`src/rtl/fifo_pkg.sv`:
```
// Shared constants and helpers for the parametrised synchronous FIFO family.
package fifo_pkg;

  // Default distance of the almost-full threshold below DEPTH.
  localparam int unsigned AF_OFFSET_DEFAULT = 2;
  localparam int unsigned AE_LEVEL_DEFAULT  = 2;

  // Bit positions of the sticky error flags when mapped into a status register.
  localparam int unsigned ERR_OVF_BIT = 0;
  localparam int unsigned ERR_UDF_BIT = 1;
  localparam int unsigned ERR_W       = 2;

  // Occupancy counter width: must represent 0..depth inclusive.
  function automatic int unsigned fifo_cnt_w(input int unsigned depth);
    return $clog2(depth) + 1;
  endfunction

endpackage

```
`src/rtl/fifo_mem_2p.sv`:
```
// FIFO storage: one synchronous write port, one asynchronous read port.
module fifo_mem_2p #(
  parameter int unsigned DATA_W = 8,
  parameter int unsigned DEPTH  = 8,
  localparam int unsigned AW    = $clog2(DEPTH)
) (
  input  logic              clk,
  input  logic              we,
  input  logic [AW-1:0]     waddr,
  input  logic [DATA_W-1:0] wdata,
  input  logic [AW-1:0]     raddr,
  output logic [DATA_W-1:0] rdata
);

  logic [DATA_W-1:0] mem_q [DEPTH];

  // Contents are intentionally not reset.
  always_ff @(posedge clk) begin
    if (we) begin
      mem_q[waddr] <= wdata;
    end
  end

  assign rdata = mem_q[raddr];

endmodule

```
`src/rtl/sync_fifo_param.sv`:
```
// Parametrised single-clock FIFO with fill count, threshold flags, sticky
// error flags and optional first-word-fall-through read.
module sync_fifo_param
  import fifo_pkg::*;
#(
  parameter int unsigned DATA_W   = 8,
  parameter int unsigned DEPTH    = 8,
  parameter int unsigned AF_LEVEL = DEPTH - AF_OFFSET_DEFAULT,
  parameter int unsigned AE_LEVEL = AE_LEVEL_DEFAULT,
  parameter int unsigned FWFT     = 0,
  localparam int unsigned CNT_W   = fifo_cnt_w(DEPTH)
) (
  input  logic              clk,
  input  logic              rst,
  input  logic              w_en,
  input  logic              r_en,
  input  logic [DATA_W-1:0] data_in,
  input  logic              clr_err,
  output logic [DATA_W-1:0] data_out,
  output logic              f_empty,
  output logic              f_full,
  output logic              almost_full,
  output logic              almost_empty,
  output logic [CNT_W-1:0]  count,
  output logic              overflow,
  output logic              underflow
);

  localparam int unsigned AW = $clog2(DEPTH);

  if ((DEPTH < 2) || ((DEPTH & (DEPTH - 1)) != 0)) begin : g_bad_depth
    $fatal(1, "sync_fifo_param: DEPTH must be a power of two >= 2");
  end
  if ((AE_LEVEL >= AF_LEVEL) || (AF_LEVEL > DEPTH)) begin : g_bad_levels
    $fatal(1, "sync_fifo_param: need AE_LEVEL < AF_LEVEL <= DEPTH");
  end

  logic [AW-1:0]     wr_ptr_q, wr_ptr_d, rd_ptr_q, rd_ptr_d;
  logic [CNT_W-1:0]  count_q, count_d;
  logic [DATA_W-1:0] data_q, data_d;
  logic              empty_q, empty_d, full_q, full_d;
  logic              af_q, af_d, ae_q, ae_d;
  logic [ERR_W-1:0]  err_q, err_d;
  logic [DATA_W-1:0] mem_rdata;
  logic              rd_ok, wr_ok;

  fifo_mem_2p #(
    .DATA_W (DATA_W),
    .DEPTH  (DEPTH)
  ) u_mem (
    .clk   (clk),
    .we    (wr_ok),
    .waddr (wr_ptr_q),
    .wdata (data_in),
    .raddr (rd_ptr_q),
    .rdata (mem_rdata)
  );

  // Acceptance, next-state and flag derivation from the next count.
  always_comb begin
    rd_ok    = r_en & ~empty_q;
    wr_ok    = w_en & (~full_q | rd_ok);
    wr_ptr_d = wr_ptr_q;
    rd_ptr_d = rd_ptr_q;
    data_d   = data_q;
    err_d    = clr_err ? '0 : err_q;

    if (wr_ok) begin
      wr_ptr_d = wr_ptr_q + AW'(1);
    end
    if (rd_ok) begin
      rd_ptr_d = rd_ptr_q + AW'(1);
      data_d   = mem_rdata;
    end
    if (w_en & ~wr_ok) begin
      err_d[ERR_OVF_BIT] = 1'b1;
    end
    if (r_en & ~rd_ok) begin
      err_d[ERR_UDF_BIT] = 1'b1;
    end

    count_d = count_q + CNT_W'(wr_ok) - CNT_W'(rd_ok);
    empty_d = (count_d == '0);
    full_d  = (32'(count_d) == DEPTH);
    af_d    = (32'(count_d) >= AF_LEVEL);
    ae_d    = (32'(count_d) <= AE_LEVEL);
  end

  always_ff @(posedge clk) begin
    if (rst) begin
      wr_ptr_q <= '0;
      rd_ptr_q <= '0;
      count_q  <= '0;
      data_q   <= '0;
      empty_q  <= 1'b1;
      full_q   <= 1'b0;
      af_q     <= 1'b0;
      ae_q     <= 1'b1;
      err_q    <= '0;
    end else begin
      wr_ptr_q <= wr_ptr_d;
      rd_ptr_q <= rd_ptr_d;
      count_q  <= count_d;
      data_q   <= data_d;
      empty_q  <= empty_d;
      full_q   <= full_d;
      af_q     <= af_d;
      ae_q     <= ae_d;
      err_q    <= err_d;
    end
  end

  // FWFT exposes the head word directly; the registered copy covers the empty case.
  if (FWFT != 0) begin : g_fwft
    assign data_out = empty_q ? data_q : mem_rdata;
  end else begin : g_reg_read
    assign data_out = data_q;
  end

  assign f_empty      = empty_q;
  assign f_full       = full_q;
  assign almost_full  = af_q;
  assign almost_empty = ae_q;
  assign count        = count_q;
  assign overflow     = err_q[ERR_OVF_BIT];
  assign underflow    = err_q[ERR_UDF_BIT];

endmodule

```
`config.mk`:
```
export PLATFORM = sky130hd
export DESIGN_NAME = sync_fifo_param
export DESIGN_NICKNAME = d
export VERILOG_FILES = /design/src/rtl/fifo_pkg.sv /design/src/rtl/fifo_mem_2p.sv /design/src/rtl/sync_fifo_param.sv
export SDC_FILE = /design/constraint.sdc
export NUM_CORES = 1
export LEC_CHECK = 0
export CAP_MARGIN = 25
export CORE_MARGIN = 2
export CORE_UTILIZATION = 35
export CTS_CLUSTER_SIZE = 20
export DETAILED_ROUTE_END_ITERATION = 8
export PLACE_DENSITY = 0.64
export SYNTH_ARGS = -nofsm -noshare
export SYNTH_HDL_FRONTEND = slang
export SYNTH_SLANG_ARGS = --single-unit
```
`constraint.sdc`:
```
create_clock -name clk -period 2.6 [get_ports clk]
set_input_delay 0.52 -clock clk [delete_from_list [all_inputs] [get_ports clk]]
set_output_delay 0.52 -clock clk [all_outputs]
set_load 0.03 [all_outputs]
```
==> results of run 1 <==
==> worst register-to-register path, stage by stage, from the launching register on <==
cell and delay, ns:
dfxtp_1 0.38, nand2b_4 0.15, inv_2 0.05, o21ai_2 0.12
ha_1 0.24, inv_1 0.05, ha_1 0.15, inv_1 0.06
fa_1 0.38, xor2_1 0.19, or2_2 0.28, a21oi_1 0.13
==> per-stage QoR <==
| step | setup WS, ns | setup TNS (ns) | cell area (µm²) |
|---|---|---|---|
| finish | 0.138 | 0 | 4250 |
| global route | 0.00388 | 0 | 4250 |
| CTS | 0.144 | 0 | 4250 |
| detailed placement | -0.231 | -0.899 | 4060 |
| global placement | -0.194 | -0.639 | 4060 |
| floorplan | 0.154 | 0 | 3540 |
==> final timing paths <==
| check | to | slack [ns] | startpoint |
|---|---|---|---|
| min reg2reg | err_q[0] | 0.50 | err_q[0] |
| max reg2reg | almost_full | 0.36 | f_empty |
| max | almost_full | 0.14 | r_en |
| min | err_q[0] | 0.50 | err_q[0] |
==> cells by family (layout without fill, tap and decap cells) <==
| group | Yosys count | after routing | share of synthesized area (%) |
|---|---|---|---|
| buffers and inverters | 20 | 75 | 3.75 |
| AOI/OAI and AO/OA | 36 | 36 | 7.07 |
| xor gates and xnor gates | 6 | 6 | 1.48 |
| and+or+nand+nor | 51 | 51 | 7.81 |
| DFF | 88 | 88 | 67.9 |
| adders and majority gates | 7 | 7 | 2.69 |
| muxes | 33 | 33 | 9.33 |
==> layout make-up <==
| cell class | count | area [µm²] |
|---|---|---|
| repair buffers | 50 | 450 |
| well taps | 133 | 166 |
| clock buffers | 10 | 128 |
| multi-input cells | 133 | 1000 |
| fillers | 920 | 5530 |
| inverters | 9 | 33.8 |
| flip-flops and latches | 88 | 2400 |
| clock inverters | 6 | 58.8 |
==> layout by cell type, fill, tap and decap left out, types with 2 or more instances in the layout <==
cell	netlist	layout
a21oi_1	11	11
a22oi_1	17	17
buf_4	0	20
clkbuf_8	0	9
clkdlybuf4s50_1	0	30
clkinv_1	0	2
dfxtp_1	24	23
edfxtp_1	64	64
ha_1	6	6
inv_1	8	8
mux2i_1	33	33
nand2_1	5	5
nand2b_1	3	3
nor2_1	25	25
nor2b_1	2	2
nor3_1	3	3
nor3_2	8	8
o211ai_1	2	2
xnor2_1	2	2
xor2_1	4	4
==> per-layer routing <==
| metal | vias to the layer above | part of all wire (%) |
|---|---|---|
| met3 | 14 | 2.9 |
| met4 | 0 | 2.5 |
| met5 | - | 0 |
| met2 | 31 | 49 |
| li1 | 986 | - |
| met1 | 1000 | 45 |
==> report_power, final <==
part	leakage [nW]	internal (mW)	switching [mW]
sequential	0.779	1.67	0.125
combinational	0.585	0.582	0.699
clock	0.0917	0.440	0.475
total	1.46	2.70	1.30
==> registers in the layout, indices dropped and copies added, names as in the netlist, 2 cells and up <==
signal and count:
count 4, data_out 8, err_q 2, rd_ptr_q 3, u_mem.mem_q 64, wr_ptr_q 3
==> results.json, run 1 <==
{
  "path_class": "in2reg",
  "cts_tree": "built",
  "io_buffers": 30,
  "die_h_um": 105,
  "crit_path_start_kind": "input pin",
  "fin_util_pct": 43.4,
  "setup_violations": 0,
  "syn_inst": 241,
  "cp_cell_sequence": "clkdlybuf4s50_1, nand2b_4, inv_2, o21ai_2, ha_1, inv_1, ha_1, inv_1, fa_1, xor2_1, or2_2, a21oi_1",
  "report.final.slew_viol_count": 0,
  "fin_cells": 429,
  "ys_types": 36,
  "worstMarginPinSlew_ns": 0.680,
  "top_usage_layer": "met2",
  "period_share_pct": 94.7,
  "grt_pass1_wl_mm": 11.1,
  "outcome": "completed",
  "whs_ns": 0.498,
  "cp_data_required_time_ns": 2.89,
  "synth_edf_count": 64,
  "syn_area_per_cell_um2": 14.7,
  "p_total_mw": 3.99,
  "ant_nets": 0,
  "leakage_nw": 1.46,
  "num_vias": 2031,
  "clockBufferDepth": 2,
  "drive_gt1_share_pct": 16.2,
  "cts.repair.resized": 0,
  "grtUsageMet1_pct": 16.6,
  "netlist_area_mm2": 0.00354,
  "slowest_stage": "clkdlybuf4s50_1",
  "via_per_inst": 4.73,
  "worstSetupEndpointType": "register",
  "synth_area_leaders": "edfxtp_1 (54%), dfxtp_1 (14%), mux2i_1 (9.3%)",
  "synth_most_common_cell": "edfxtp_1",
  "grt_max_degree": 25,
  "synth_top_area_share_pct": 54.3,
  "first_pass_iters": 4,
  "worstRegToRegCells": 11,
  "drt-initial-drc-count": 71,
  "hold_viol_final": 0,
  "routedWlPerCell_um": 16.1,
  "clk_root_buffer_cell": "clkbuf_8",
  "drv_cap": 0,
  "ios": 31,
  "cp.depth": 12,
  "antenna_found_initial": 0,
  "place_hpwl_mm": 4.60,
  "synth_top_flop_cell": "edfxtp_1",
  "clkLatencyLatePin_ns": 0.35,
  "crit_buf_inv": 4,
  "fp.dieW_um": 105,
  "powerDensity_mw_per_mm2": 941,
  "synth_fp_nets": 261,
  "core_mm2": 0.00977,
  "place.gp.congestion": 0.733,
  "skew_ns": 0.00667,
  "slew_headroom_pct": 54.6,
  "clkTransAtPathRegs_ns": 0.08,
  "grt_use_total_pct": 13.5,
  "slowest_delay_ns": 0.53,
  "layout.nets": 311,
  "grt_use_met3_pct": 3.24,
  "worstPathArrival_ns": 2.75,
  "cts.htree.levels": 3,
  "core.rowCount": 36,
  "met2_usage_pct": 22.2,
  "path_delay_family": "adder cells",
  "wl_mm": 6.89,
  "postCtsSetupRepairBufs": 0,
  "min_path_cells": 2,
  "period_needed_ns": 2.46,
  "max_freq_mhz": 406,
  "hp-class": "reg2reg",
  "drc": 0,
  "ys_seq_area_share_pct": 67.9,
  "yosys_warnings": 0,
  "dp_cells": 413,
  "rsz0062_at_grt": "false",
  "synthToLayoutAreaGrowth_pct": 19.9,
  "netlist.top_cell.by_area": "edfxtp_1",
  "synthTopCellsByCount": "edfxtp_1 (64), mux2i_1 (33), nor2_1 (25)",
  "ys_ff_latch": 88,
  "vdd_ir_drop_max_v": 0.000399,
  "grt_overflow": 0,
  "synthArstFlopShare_pct": 0,
  "num_antenna_cells": 0,
  "holdBufCountCts": 0,
  "initial_core_util_pct": 36.2,
  "cts_sinks": 88,
  "numCtsBuffers": 9,
  "cp_max_fo": 4,
  "grt_pass1_vias": 2117,
  "die-area_mm2": 0.0109
}
No activity file was read; power rests on OpenSTA's default activity.
==> inputs of run 2 (changes only) <==
--- a/config.mk
+++ b/config.mk
@@ -5,12 +5,14 @@
 export SDC_FILE = /design/constraint.sdc
 export NUM_CORES = 1
 export LEC_CHECK = 0
+export ABC_AREA = 0
 export CAP_MARGIN = 25
 export CORE_MARGIN = 2
 export CORE_UTILIZATION = 35
 export CTS_CLUSTER_SIZE = 20
 export DETAILED_ROUTE_END_ITERATION = 8
 export PLACE_DENSITY = 0.64
+export SKIP_CTS_REPAIR_TIMING = 1
 export SYNTH_ARGS = -nofsm -noshare
 export SYNTH_HDL_FRONTEND = slang
 export SYNTH_SLANG_ARGS = --single-unit
==> results of run 2 <==
No change in the layout: final DEF, timing and power equal those of run 1.
==> inputs of run 3 (changes only) <==
--- a/config.mk
+++ b/config.mk
@@ -7,6 +7,7 @@
 export LEC_CHECK = 0
 export ABC_AREA = 0
 export CAP_MARGIN = 25
+export CORE_ASPECT_RATIO = 1.75
 export CORE_MARGIN = 2
 export CORE_UTILIZATION = 35
 export CTS_CLUSTER_SIZE = 20
==> run 3 against run 2 <==
  * First-iteration DRC count rose by 25%
  * Non-clock buffer count is 2 lower
  * Power increased by 5.5%
  * Sequential share of layout area down 0.61 points
  * Global-route usage is 0.76 points higher
==> results.json, run 3 (same netlist as run 1, synthesis figures left out) <==
{
  "vdd_ir_drop_max_v": 0.000750,
  "drv_cap": 0,
  "drc": 0,
  "layout.nets": 309,
  "clkLatencyLatePin_ns": 0.33,
  "rsz0062_at_grt": "false",
  "worstReg2RegEnd": "almost_full",
  "core.rowCount": 48,
  "fp.dieW_um": 80.0,
  "antenna_found_initial": 0,
  "clockBufferDepth": 2,
  "period_share_pct": 90.4,
  "report.final.slew_viol_count": 0,
  "leakage_nw": 1.49,
  "grt_use_total_pct": 14.3,
  "grt_overflow": 0,
  "routedWlPerCell_um": 17.1,
  "worstRegToRegCells": 11,
  "drive_gt1_share_pct": 15.1,
  "slew_headroom_pct": 44.2,
  "hp-class": "reg2reg",
  "clkTransAtPathRegs_ns": 0.06,
  "synthToLayoutAreaGrowth_pct": 21.2,
  "grt_pass1_wl_mm": 11.2,
  "cp_max_fo": 4,
  "ant_nets": 0,
  "first_pass_iters": 4,
  "grt_pass1_vias": 2159,
  "fillers": 914,
  "path_class": "in2reg",
  "cts_tree": "built",
  "hold_viol_final": 0,
  "core_mm2": 0.00985,
  "final_cell_mix": "edfxtp_1 (64), mux2i_1 (33), clkdlybuf4s50_1 (29)",
  "crit_path_start_kind": "input pin",
  "regMostFlops": "u_mem.mem_q",
  "powerDensity_mw_per_mm2": 982,
  "largest_reg_flops": 64,
  "min_path_cells": 2,
  "setup_violations": 0,
  "via_per_inst": 4.88,
  "place.gp.congestion": 0.741,
  "ios": 31,
  "initial_core_util_pct": 35.9,
  "worstMarginPinSlew_ns": 0.834,
  "die_h_um": 137,
  "skew_ns": 0.00532,
  "clk_root_buffer_cell": "clkbuf_16",
  "outcome": "completed",
  "cts_sinks": 88,
  "final_common_cell": "edfxtp_1",
  "max_freq_mhz": 425,
  "num_antenna_cells": 0,
  "rrSetupSlack_ns": 0.35,
  "wl_mm": 7.11,
  "hold_path_startpoint": "wr_ptr_q[0]",
  "period_needed_ns": 2.35,
  "whs_ns": 0.498,
  "drt-initial-drc-count": 89,
  "hold_end": "wr_ptr_q[0]",
  "die-area_mm2": 0.0110,
  "worstSetupEndpointType": "register",
  "fin_util_pct": 43.6,
  "worstPathArrival_ns": 2.61,
  "numCtsBuffers": 9,
  "worstReg2RegStart": "f_empty",
  "cts.htree.levels": 3,
  "cp_data_required_time_ns": 2.85,
  "p_total_mw": 4.22,
  "place_hpwl_mm": 4.91,
  "num_vias": 2032,
  "grt_max_degree": 22,
  "io_buffers": 30
}
## run 3: layer usage
layer | GRT usage, % | routed length, µm | share of wire [%] | vias to the layer above
li1 | - | - | - | 982
met1 | 14.7 | 2710 | 38 | 985
met2 | 25.6 | 3870 | 55 | 50
met3 | 2.70 | 244 | 3.4 | 15
met4 | 9.23 | 282 | 4.0 | 0
met5 | 0 | 0 | 0 | -
## run 3: area by class of cell
| class | instances | area, µm² | share of cell area, % |
|---|---|---|---|
| Multi-Input combinational cell | 133 | 1000 | 23.4 |
| Clock buffer | 11 | 233 | 5.42 |
| Timing Repair Buffer | 48 | 450 | 10.5 |
| Inverter | 9 | 33.8 | 0.787 |
| Clock inverter | 2 | 10.0 | 0.233 |
| Tap cell | 125 | 156 | 3.64 |
| Sequential cell | 88 | 2400 | 56.0 |
## run 3: through the flow
| step | area [µm²] | setup slack [ns] | TNS, ns | instances |
|---|---|---|---|---|
| floorplan | 3540 | 0.154 | 0 | 241 |
| global placement | 4050 | -0.215 | -0.749 | 403 |
| detailed placement | 4050 | -0.256 | -1.02 | 403 |
| CTS | 4290 | 0.0845 | 0 | 416 |
| global route | 4290 | 0.151 | 0 | 416 |
| finish | 4290 | 0.249 | 0 | 416 |
## run 3: critical path, stage by stage
cell and delay [ns]:
clkdlybuf4s50_1 0.51, o21ai_2 0.08, ha_1 0.26, inv_1 0.05, ha_1 0.15, inv_1 0.05, fa_1 0.37, xor2_1 0.19
or2_2 0.29, a21oi_1 0.13
## run 3: how the worst max path moves through the flow
stage / cells after the start / slack (ns) / endpoint / start
5_1_grt: 10 / 0.15 / almost_full / w_en
3_3_place_gp: 12 / -0.21 / almost_full / r_en
2_1_floorplan: 11 / 0.15 / almost_full / f_empty
6_report: 10 / 0.25 / almost_full / w_en
4_1_cts: 12 / 0.08 / almost_full / r_en
3_5_place_dp: 12 / -0.26 / almost_full / r_en
## run 3: where the power goes
group | total [mW] | switching (mW) | internal, mW
Combinational | 1.33 | 0.738 | 0.596
Sequential | 1.80 | 0.126 | 1.68
Clock | 1.08 | 0.451 | 0.627
